File: src/rtl/multicycle_main_decoder.sv
// Main control FSM with ALU and instruction decoders for the multicycle ARM-subset datapath.
// Issues unconditional write/branch requests; the conditional-execution unit gates them.
module multicycle_main_decoder (
    input  logic       CLK,
    input  logic       RESET_N,
    input  logic [1:0] Op,
    input  logic [5:0] Funct,
    input  logic [3:0] Rd,
    output logic [3:0] State,
    output logic       PCS,
    output logic       NextPC,
    output logic       RegW,
    output logic       MemW,
    output logic [1:0] FlagW,
    output logic       IRWrite,
    output logic       AdrSrc,
    output logic [1:0] ResultSrc,
    output logic       ALUSrcA,
    output logic [1:0] ALUSrcB,
    output logic [1:0] ALUControl,
    output logic [1:0] ImmSrc,
    output logic [1:0] RegSrc
);

    localparam logic [3:0] FETCH    = 4'd0;
    localparam logic [3:0] DECODE   = 4'd1;
    localparam logic [3:0] MEMADR   = 4'd2;
    localparam logic [3:0] MEMREAD  = 4'd3;
    localparam logic [3:0] MEMWB    = 4'd4;
    localparam logic [3:0] MEMWRITE = 4'd5;
    localparam logic [3:0] EXECUTER = 4'd6;
    localparam logic [3:0] EXECUTEI = 4'd7;
    localparam logic [3:0] ALUWB    = 4'd8;
    localparam logic [3:0] BRANCH   = 4'd9;

    logic [3:0] state_q;
    logic [3:0] state_d;
    logic       alu_op;
    logic       branch;
    logic [3:0] cmd;
    logic       s_bit;

    always_ff @(posedge CLK or negedge RESET_N) begin
        if (!RESET_N) begin
            state_q <= FETCH;
        end else begin
            state_q <= state_d;
        end
    end

    // Undefined opcodes and illegal encodings both fall back to FETCH.
    always_comb begin
        state_d = FETCH;
        case (state_q)
            FETCH:  state_d = DECODE;
            DECODE: begin
                case (Op)
                    2'b00:   state_d = Funct[5] ? EXECUTEI : EXECUTER;
                    2'b01:   state_d = MEMADR;
                    2'b10:   state_d = BRANCH;
                    default: state_d = FETCH;
                endcase
            end
            MEMADR:   state_d = Funct[0] ? MEMREAD : MEMWRITE;
            MEMREAD:  state_d = MEMWB;
            EXECUTER: state_d = ALUWB;
            EXECUTEI: state_d = ALUWB;
            default:  state_d = FETCH;
        endcase
    end

    always_comb begin
        IRWrite   = 1'b0;
        NextPC    = 1'b0;
        AdrSrc    = 1'b0;
        ResultSrc = 2'b00;
        ALUSrcA   = 1'b0;
        ALUSrcB   = 2'b00;
        RegW      = 1'b0;
        MemW      = 1'b0;
        alu_op    = 1'b0;
        branch    = 1'b0;
        case (state_q)
            FETCH: begin
                IRWrite   = 1'b1;
                NextPC    = 1'b1;
                ALUSrcA   = 1'b1;
                ALUSrcB   = 2'b10;
                ResultSrc = 2'b10;
            end
            DECODE: begin
                ALUSrcA   = 1'b1;
                ALUSrcB   = 2'b10;
                ResultSrc = 2'b10;
            end
            MEMADR: begin
                ALUSrcB = 2'b01;
            end
            MEMREAD: begin
                AdrSrc = 1'b1;
            end
            MEMWB: begin
                ResultSrc = 2'b01;
                RegW      = 1'b1;
            end
            MEMWRITE: begin
                AdrSrc = 1'b1;
                MemW   = 1'b1;
            end
            EXECUTER: begin
                alu_op = 1'b1;
            end
            EXECUTEI: begin
                ALUSrcB = 2'b01;
                alu_op  = 1'b1;
            end
            ALUWB: begin
                RegW = 1'b1;
            end
            BRANCH: begin
                ALUSrcB   = 2'b01;
                ResultSrc = 2'b10;
                branch    = 1'b1;
            end
            default: begin
                IRWrite = 1'b0;
            end
        endcase
    end

    assign cmd   = Funct[4:1];
    assign s_bit = Funct[0];

    // Logical ops only touch N,Z; arithmetic ops also update C,V.
    always_comb begin
        ALUControl = 2'b00;
        FlagW      = 2'b00;
        if (alu_op) begin
            case (cmd)
                4'b0100: begin ALUControl = 2'b00; FlagW = {s_bit, s_bit}; end
                4'b0010: begin ALUControl = 2'b01; FlagW = {s_bit, s_bit}; end
                4'b0000: begin ALUControl = 2'b10; FlagW = {s_bit, 1'b0};  end
                4'b1100: begin ALUControl = 2'b11; FlagW = {s_bit, 1'b0};  end
                default: begin ALUControl = 2'b00; FlagW = 2'b00;          end
            endcase
        end
    end

    assign PCS    = ((Rd == 4'd15) & RegW) | branch;
    assign ImmSrc = Op;
    assign RegSrc = {(Op == 2'b01), (Op == 2'b10)};
    assign State  = state_q;

endmodule
File: config.mk
export PLATFORM = sky130hd
export DESIGN_NAME = multicycle_main_decoder
export DESIGN_NICKNAME = d
export VERILOG_FILES = /design/src/rtl/multicycle_main_decoder.sv
export SDC_FILE = /design/constraint.sdc
export NUM_CORES = 1
export LEC_CHECK = 0
export BUFFER_PORTS_ARGS = -buffer_cell sky130_fd_sc_hd__buf_2
export CORE_AREA = 8 8 45 47
export CTS_BUF_LIST = sky130_fd_sc_hd__clkbuf_16
export CTS_CLUSTER_SIZE = 10
export DETAILED_ROUTE_END_ITERATION = 10
export DIE_AREA = 0 0 53 55
export GPL_TIMING_DRIVEN = 0
export PLACE_DENSITY = 0.66
export SKIP_LAST_GASP = 1
export SYNTH_ARGS = -nofsm -noshare
export SYNTH_HDL_FRONTEND = slang
export SYNTH_SLANG_ARGS = --single-unit
File: constraint.sdc
create_clock -name CLK -period 2.2 [get_ports CLK]
set_input_delay 0.22 -clock CLK [delete_from_list [all_inputs] [get_ports CLK]]
set_output_delay 0.22 -clock CLK [all_outputs]
set_load 0.1 [all_outputs]
==> results of run 1 <==
[per-stage QoR]
step	TNS (ns)	hold WS (ns)	instances	util, %
3_5_place_dp	0	0.0252	108	56.7
3_3_place_gp	0	0.0248	108	56.7
5_1_grt	0	0.331	112	63.2
4_1_cts	0	0.308	112	63.0
2_1_floorplan	-0.694	-0.0756	56	-
6_report	0	0.296	112	63.2
[layout by cell type (no fill, tap or decap), types with 2 or more instances in the layout]
| cell type | n |
|---|---|
| nor2_1 | 5 |
| buf_4 | 4 |
| a211oi_4 | 3 |
| o21ai_0 | 2 |
| clkbuf_16 | 3 |
| nand2b_1 | 3 |
| dfrtp_4 | 4 |
| a21oi_1 | 3 |
| buf_2 | 35 |
| nor2b_1 | 4 |
| xnor2_1 | 2 |
| nor3_4 | 5 |
[cells by family (layout without fill, tap and decap cells)]
logic type | count (synthesis) | after routing | synth area share (%)
AOI/OAI and AO/OA | 13 | 13 | 21.3
xor gates and xnor gates | 2 | 2 | 4.08
buffers and inverters | 7 | 47 | 9.91
DFF | 4 | 4 | 23.3
muxes | 1 | 1 | 2.33
and+or+nand+nor | 29 | 29 | 39.1
[path summary, 6_finish.rpt]
path,from,to,cells past startpoint
min,Funct[0],State[1],3
max,State[3],NextPC,4
min reg2reg,State[3],State[3],1
max in group asynchronous,RESET_N,State[2],2
min in group asynchronous,RESET_N,State[3],2
max reg2reg,State[1],State[3],3
[layout make-up]
class                           instances  area, sq um  area share (%)
Tap cell                               16         20.0            2.29
Multi-Input combinational cell         45          413            47.2
Buffer                                  6         52.6            6.01
Inverter                                1         3.75           0.429
Clock buffer                            3         75.1            8.58
Timing Repair Buffer                   37          195            22.3
Sequential cell                         4          115            13.2
[worst max-delay path, cell delays in order (launching register included)]
cell	delay (ns)
dfrtp_4	0.53
or2_2	0.40
nor3_4	0.23
buf_12	0.12
buf_2	0.41
[Yosys cell counts, drive strengths merged (2+ instances only)]
master | instances | area, sq um
nor2 | 7 | 26.3
buf | 5 | 35.0
nor2b | 5 | 31.3
nor3 | 5 | 25.0
a21oi | 4 | 20.0
dfrtp | 4 | 100
a211oi | 3 | 27.5
nand2b | 3 | 18.8
nand2 | 2 | 10.0
o21ai | 2 | 10.0
xnor2 | 2 | 17.5
[routing by layer]
| layer | wire, um | vias up | GRT usage [%] |
|---|---|---|---|
| met5 | 0 | - | 0 |
| li1 | - | 276 | - |
| met1 | 590 | 257 | 11.7 |
| met3 | 138 | 2 | 2.94 |
| met4 | 7 | 0 | 5.17 |
| met2 | 768 | 18 | 19.7 |
[what timing repair did]
action,4_1_cts,5_1_grt
hold buffers,1,0
endpoints found under the hold margin,4,0
setup endpoints to repair,1,1
resized for setup,1,1
cloned,0,0
==> impl_metrics.ini, run 1 <==
[floorplan]
die_height_um = 55
top_level_ports = 37
die_w_um = 53
die-area_sq_um = 2920
rows = 14
initial_core_util_pct = 31.0
core_sq_um = 1380

[synthesis]
yosysUniqueCellTypes = 28
syn_inst = 56
synth_edf_count = 0
syn-cell-area_sq_um = 429
seq_area_frac_synth_pct = 23.3
synth_warnings = 0
synthFlopType = dfrtp_1
synthArstFlopShare_pct = 100
syn_nets = 70
syn_avg_cell_area_sq_um = 7.66
ys_ff_latch = 4

[clock_tree]
clkTransAtPathRegs_ns = 0.03
clock-root-buffer = clkbuf_16
cts_buffer_depth = 2
cts.sinks = 4
htreeDepth = 1
worstSkewPairLatency_ns = 0.22
post_cts_buffers = 0
cts_buffers = 3
tritoncts = yes

[cells_and_area]
area_growth_pct = 104
design_area_sq_um = 875
nNetsFinal = 112
antennaDiodeCount = 0
largest_reg_flops = 4
drive_gt1_share_pct = 70.8
fillers = 125

[detailed_routing]
via_per_inst = 4.94
dr.pass1.iters = 2
post-route-drc-count = 0
wl_per_cell_um = 13.4
drt_iter0_markers = 3
ant_nets = 0
via_count = 553
totalWireLength_um = 1510

[timing]
min_period_ns = 2.14
relSlewSlack_pct = 67.6
rsz0062_at_grt = false
setup_viol = 0
final.setup_skew_ns = 0.00129
hold_violations = 0
min_period_over_period_pct = 97.1
drv_slew = 0
fmax_ghz = 0.468
worst_pin_slew_ns = 0.490
fin_ws_ns = 0.0633

[outcome]
outcome = finished clean

[placed_design]
dp_hpwl_um = 1200
post-place-ws_ns = 0.219
place_area_sq_um = 785
io_buffers = 36
place.gp.congestion = 0.758

[critical_path]
r2r_slack_ns = 0.82
cp.required_ns = 1.98
crit_path_end_kind = output port
criticalPathCategory = reg -> out
critPathLaunchType = flop
critPathMaxFanout = 10
worstPathArrival_ns = 1.92

[global_routing]
grt_pass1_vias = 573
antenna_found_initial = 0
globalRouteTotalUtil_pct = 11.0
gr-total-overflow = 0
grt_max_degree = 11
grt_pass1_wl_um = 2460

[run]
cap_violations = 0

[hold_path]
min_path_type = in -> reg
Power of run 1 is left out: the tool's default activity adds up to more than one toggle a clock period on the data nets, which glitch-free logic cannot reach.
==> run 2: changes to the inputs <==
--- a/config.mk
+++ b/config.mk
@@ -7,2 +7,3 @@
 export LEC_CHECK = 0
+export ABC_AREA = 1
 export BUFFER_PORTS_ARGS = -buffer_cell sky130_fd_sc_hd__buf_2
--- a/constraint.sdc
+++ b/constraint.sdc
@@ -3,2 +3,2 @@
 set_output_delay 0.22 -clock CLK [all_outputs]
-set_load 0.1 [all_outputs]
+set_load 0.02 [all_outputs]
==> impl_metrics.ini, run 2 <==
[detailed_routing]
totalWireLength_um = 1340
via_count = 591
drt_iter0_markers = 6
ant_nets = 0
wl_per_cell_um = 10.1
dr.pass1.iters = 4
post-route-drc-count = 0
via_per_inst = 4.48

[placed_design]
place_area_sq_um = 638
io_buffers = 36
place.gp.congestion = 0.800
dp_hpwl_um = 1140
placed_cells = 128

[floorplan]
die_height_um = 55
top_level_ports = 37
rows = 14
die_w_um = 53
die-area_sq_um = 2920
core_sq_um = 1380
initial_core_util_pct = 31.6

[critical_path]
reg2regPathDepth = 5
critPathSlowestCell = dfrtp_1
cp.depth = 5
r2r-start = State[1]
crit_path_end_kind = output port
r2r_slack_ns = 1.20
critical_path_buf_inv_count = 3
max_stage_delay_ns = 0.44
cp.required_ns = 1.98
cp_top_family = flip-flops
criticalPathCategory = reg -> out
critPathMaxFanout = 7
worstPathArrival_ns = 1.32
critPathCapture = NextPC
crit_start = State[1]
crit_chain = inv_1 > nand2_1 > nor2_1 > buf_4 > buf_2
critPathLaunchType = flop
reg2reg_to = State[1]

[hold_path]
min_path_type = in -> reg

[cells_and_area]
largest_reg_flops = 4
nNetsFinal = 132
multi_input_area_sq_um = 255
layout_commonest_cell = buf_2
antennaDiodeCount = 0
design_area_sq_um = 723
fin_util_pct = 52.3
regArea_sq_um = 100
area_growth_pct = 65.1
fillers = 153
drive_gt1_share_pct = 44.8
final_cells = 132
most-common-layout-cells = 36 x buf_2, 22 x nand2_1, 11 x inv_1, 11 x nor2_1, 5 x nand3_1

[timing]
final.setup_skew_ns = 0.0000444
setup_viol = 0
drv_slew = 0
rsz0062_at_grt = false
hold_violations = 0
relSlewSlack_pct = 84.3
worst_pin_slew_ns = 0.235
min_period_ns = 1.54
setup_tns_ns = 0
fmax_ghz = 0.651
min_period_over_period_pct = 69.9

[synthesis]
yosysMostFrequentCell = nand2_1
seq_area_frac_synth_pct = 22.9
synth_warnings = 0
syn_nets = 90
syn_avg_cell_area_sq_um = 5.76
synthFlopType = dfrtp_1
synth_edf_count = 0
synth_commonest_cells = 22 x nand2_1, 11 x inv_1, 11 x nor2_1
syn_inst = 76
synth.top_cell.area_share_pct = 22.9
syn-cell-area_sq_um = 438
synthTopCellsByArea = dfrtp_1 23%, nand2_1 19%, inv_1 9.4%, nor2_1 9.4%, buf_4 6.9%
yosysUniqueCellTypes = 17
yosys.area.top_type = dfrtp_1
ys_ff_latch = 4
synthArstFlopShare_pct = 100

[power_and_ir_drop]
vdd_drop_max_mv = 0.474
total_power_w = 0.00109
cellPowerDensity_nw_per_um2 = 1510
power.leakage_nw = 0.470

[run]
cap_violations = 0

[clock_tree]
clock-root-buffer = clkbuf_16
tritoncts = yes
cts.sinks = 4
clkTransAtPathRegs_ns = 0.03
worstSkewPairLatency_ns = 0.22
htreeDepth = 1
cts_buffers = 3
cts_resized = 0
cts_buffer_depth = 2

[global_routing]
grt_max_degree = 8
grt_pass1_wl_um = 2110
gr-total-overflow = 0
antenna_found_initial = 0
globalRouteTotalUtil_pct = 9.48
grt_pass1_vias = 556

[outcome]
outcome = finished clean
==> run 2: cell types whose count changed in the layout (fill, tap and decap cells not counted), sizes merged, moves of 3 or more <==
cell | before | now
nand3 | 0 | 7
nor2b | 5 | 0
a211oi | 3 | 0
nor2 | 7 | 14
nand2b | 3 | 0
nand2 | 2 | 23
inv | 1 | 14
nor3 | 5 | 0
==> run 2: metal layers <==
| metal | part of all wire (%) | GRT usage (%) |
|---|---|---|
| met1 | 44 | 10.6 |
| met2 | 41 | 14.6 |
| met3 | 14 | 4.55 |
| met4 | 1.2 | 5.17 |
| met5 | 0 | 0 |
==> run 2: how the worst min path moves through the flow <==
stage | startpoint | to | slack (ns) | depth (start not counted)
global route | Funct[0] | State[1] | 0.32 | 3
floorplan | RESET_N | State[0] | -0.08 | 0
global placement | RESET_N | State[0] | 0.03 | 1
CTS | Funct[0] | State[1] | 0.30 | 3
detailed placement | RESET_N | State[2] | 0.03 | 1
finish | Funct[0] | State[1] | 0.30 | 3
==> run 2: through the flow <==
step	hold slack (ns)	worst slack, ns
4_1_cts	0.298	0.659
3_3_place_gp	0.0260	0.909
6_report	0.296	0.663
2_1_floorplan	-0.0756	0.689
5_1_grt	0.321	0.572
3_5_place_dp	0.0274	0.898
==> run 2: where the power goes <==
part           internal (W)  switching, W
clock network      0.000232     0.0000489
logic              0.000227      0.000422
registers          0.000105     0.0000567
total              0.000564      0.000527
==> run 2: repair_timing <==
item / CTS / global route
hold buffers: 1 / 0
hold endpoints to repair: 4 / 0
setup buffers: 0 / 0
==> run 2: cells by family (layout without fill, tap and decap cells) <==
family                 Yosys count  in the layout  share of synthesized area, %
AO/OA/AOI/OAI                    7              7                          8.28
buffers and inverters           18             58                          18.9
flip-flops                       4              4                          22.9
AND/OR/NAND/NOR                 47             47                          50.0
==> run 2: tightest hold or removal path, cell delays in order <==
cell,delay [ns]
buf_2,0.07
inv_1,0.06
o21ai_1,0.13
==> run 2: final cells by class <==
| class | instances | area share [%] |
|---|---|---|
| tap | 16 | 2.77 |
| timing repair buffer | 37 | 26.3 |
| sequential | 4 | 13.8 |
| clock buffer | 3 | 10.4 |
| buffer | 4 | 4.15 |
| multi-input combinational | 54 | 35.3 |
| inverter | 14 | 7.27 |
(Power assumes the default switching activity.)
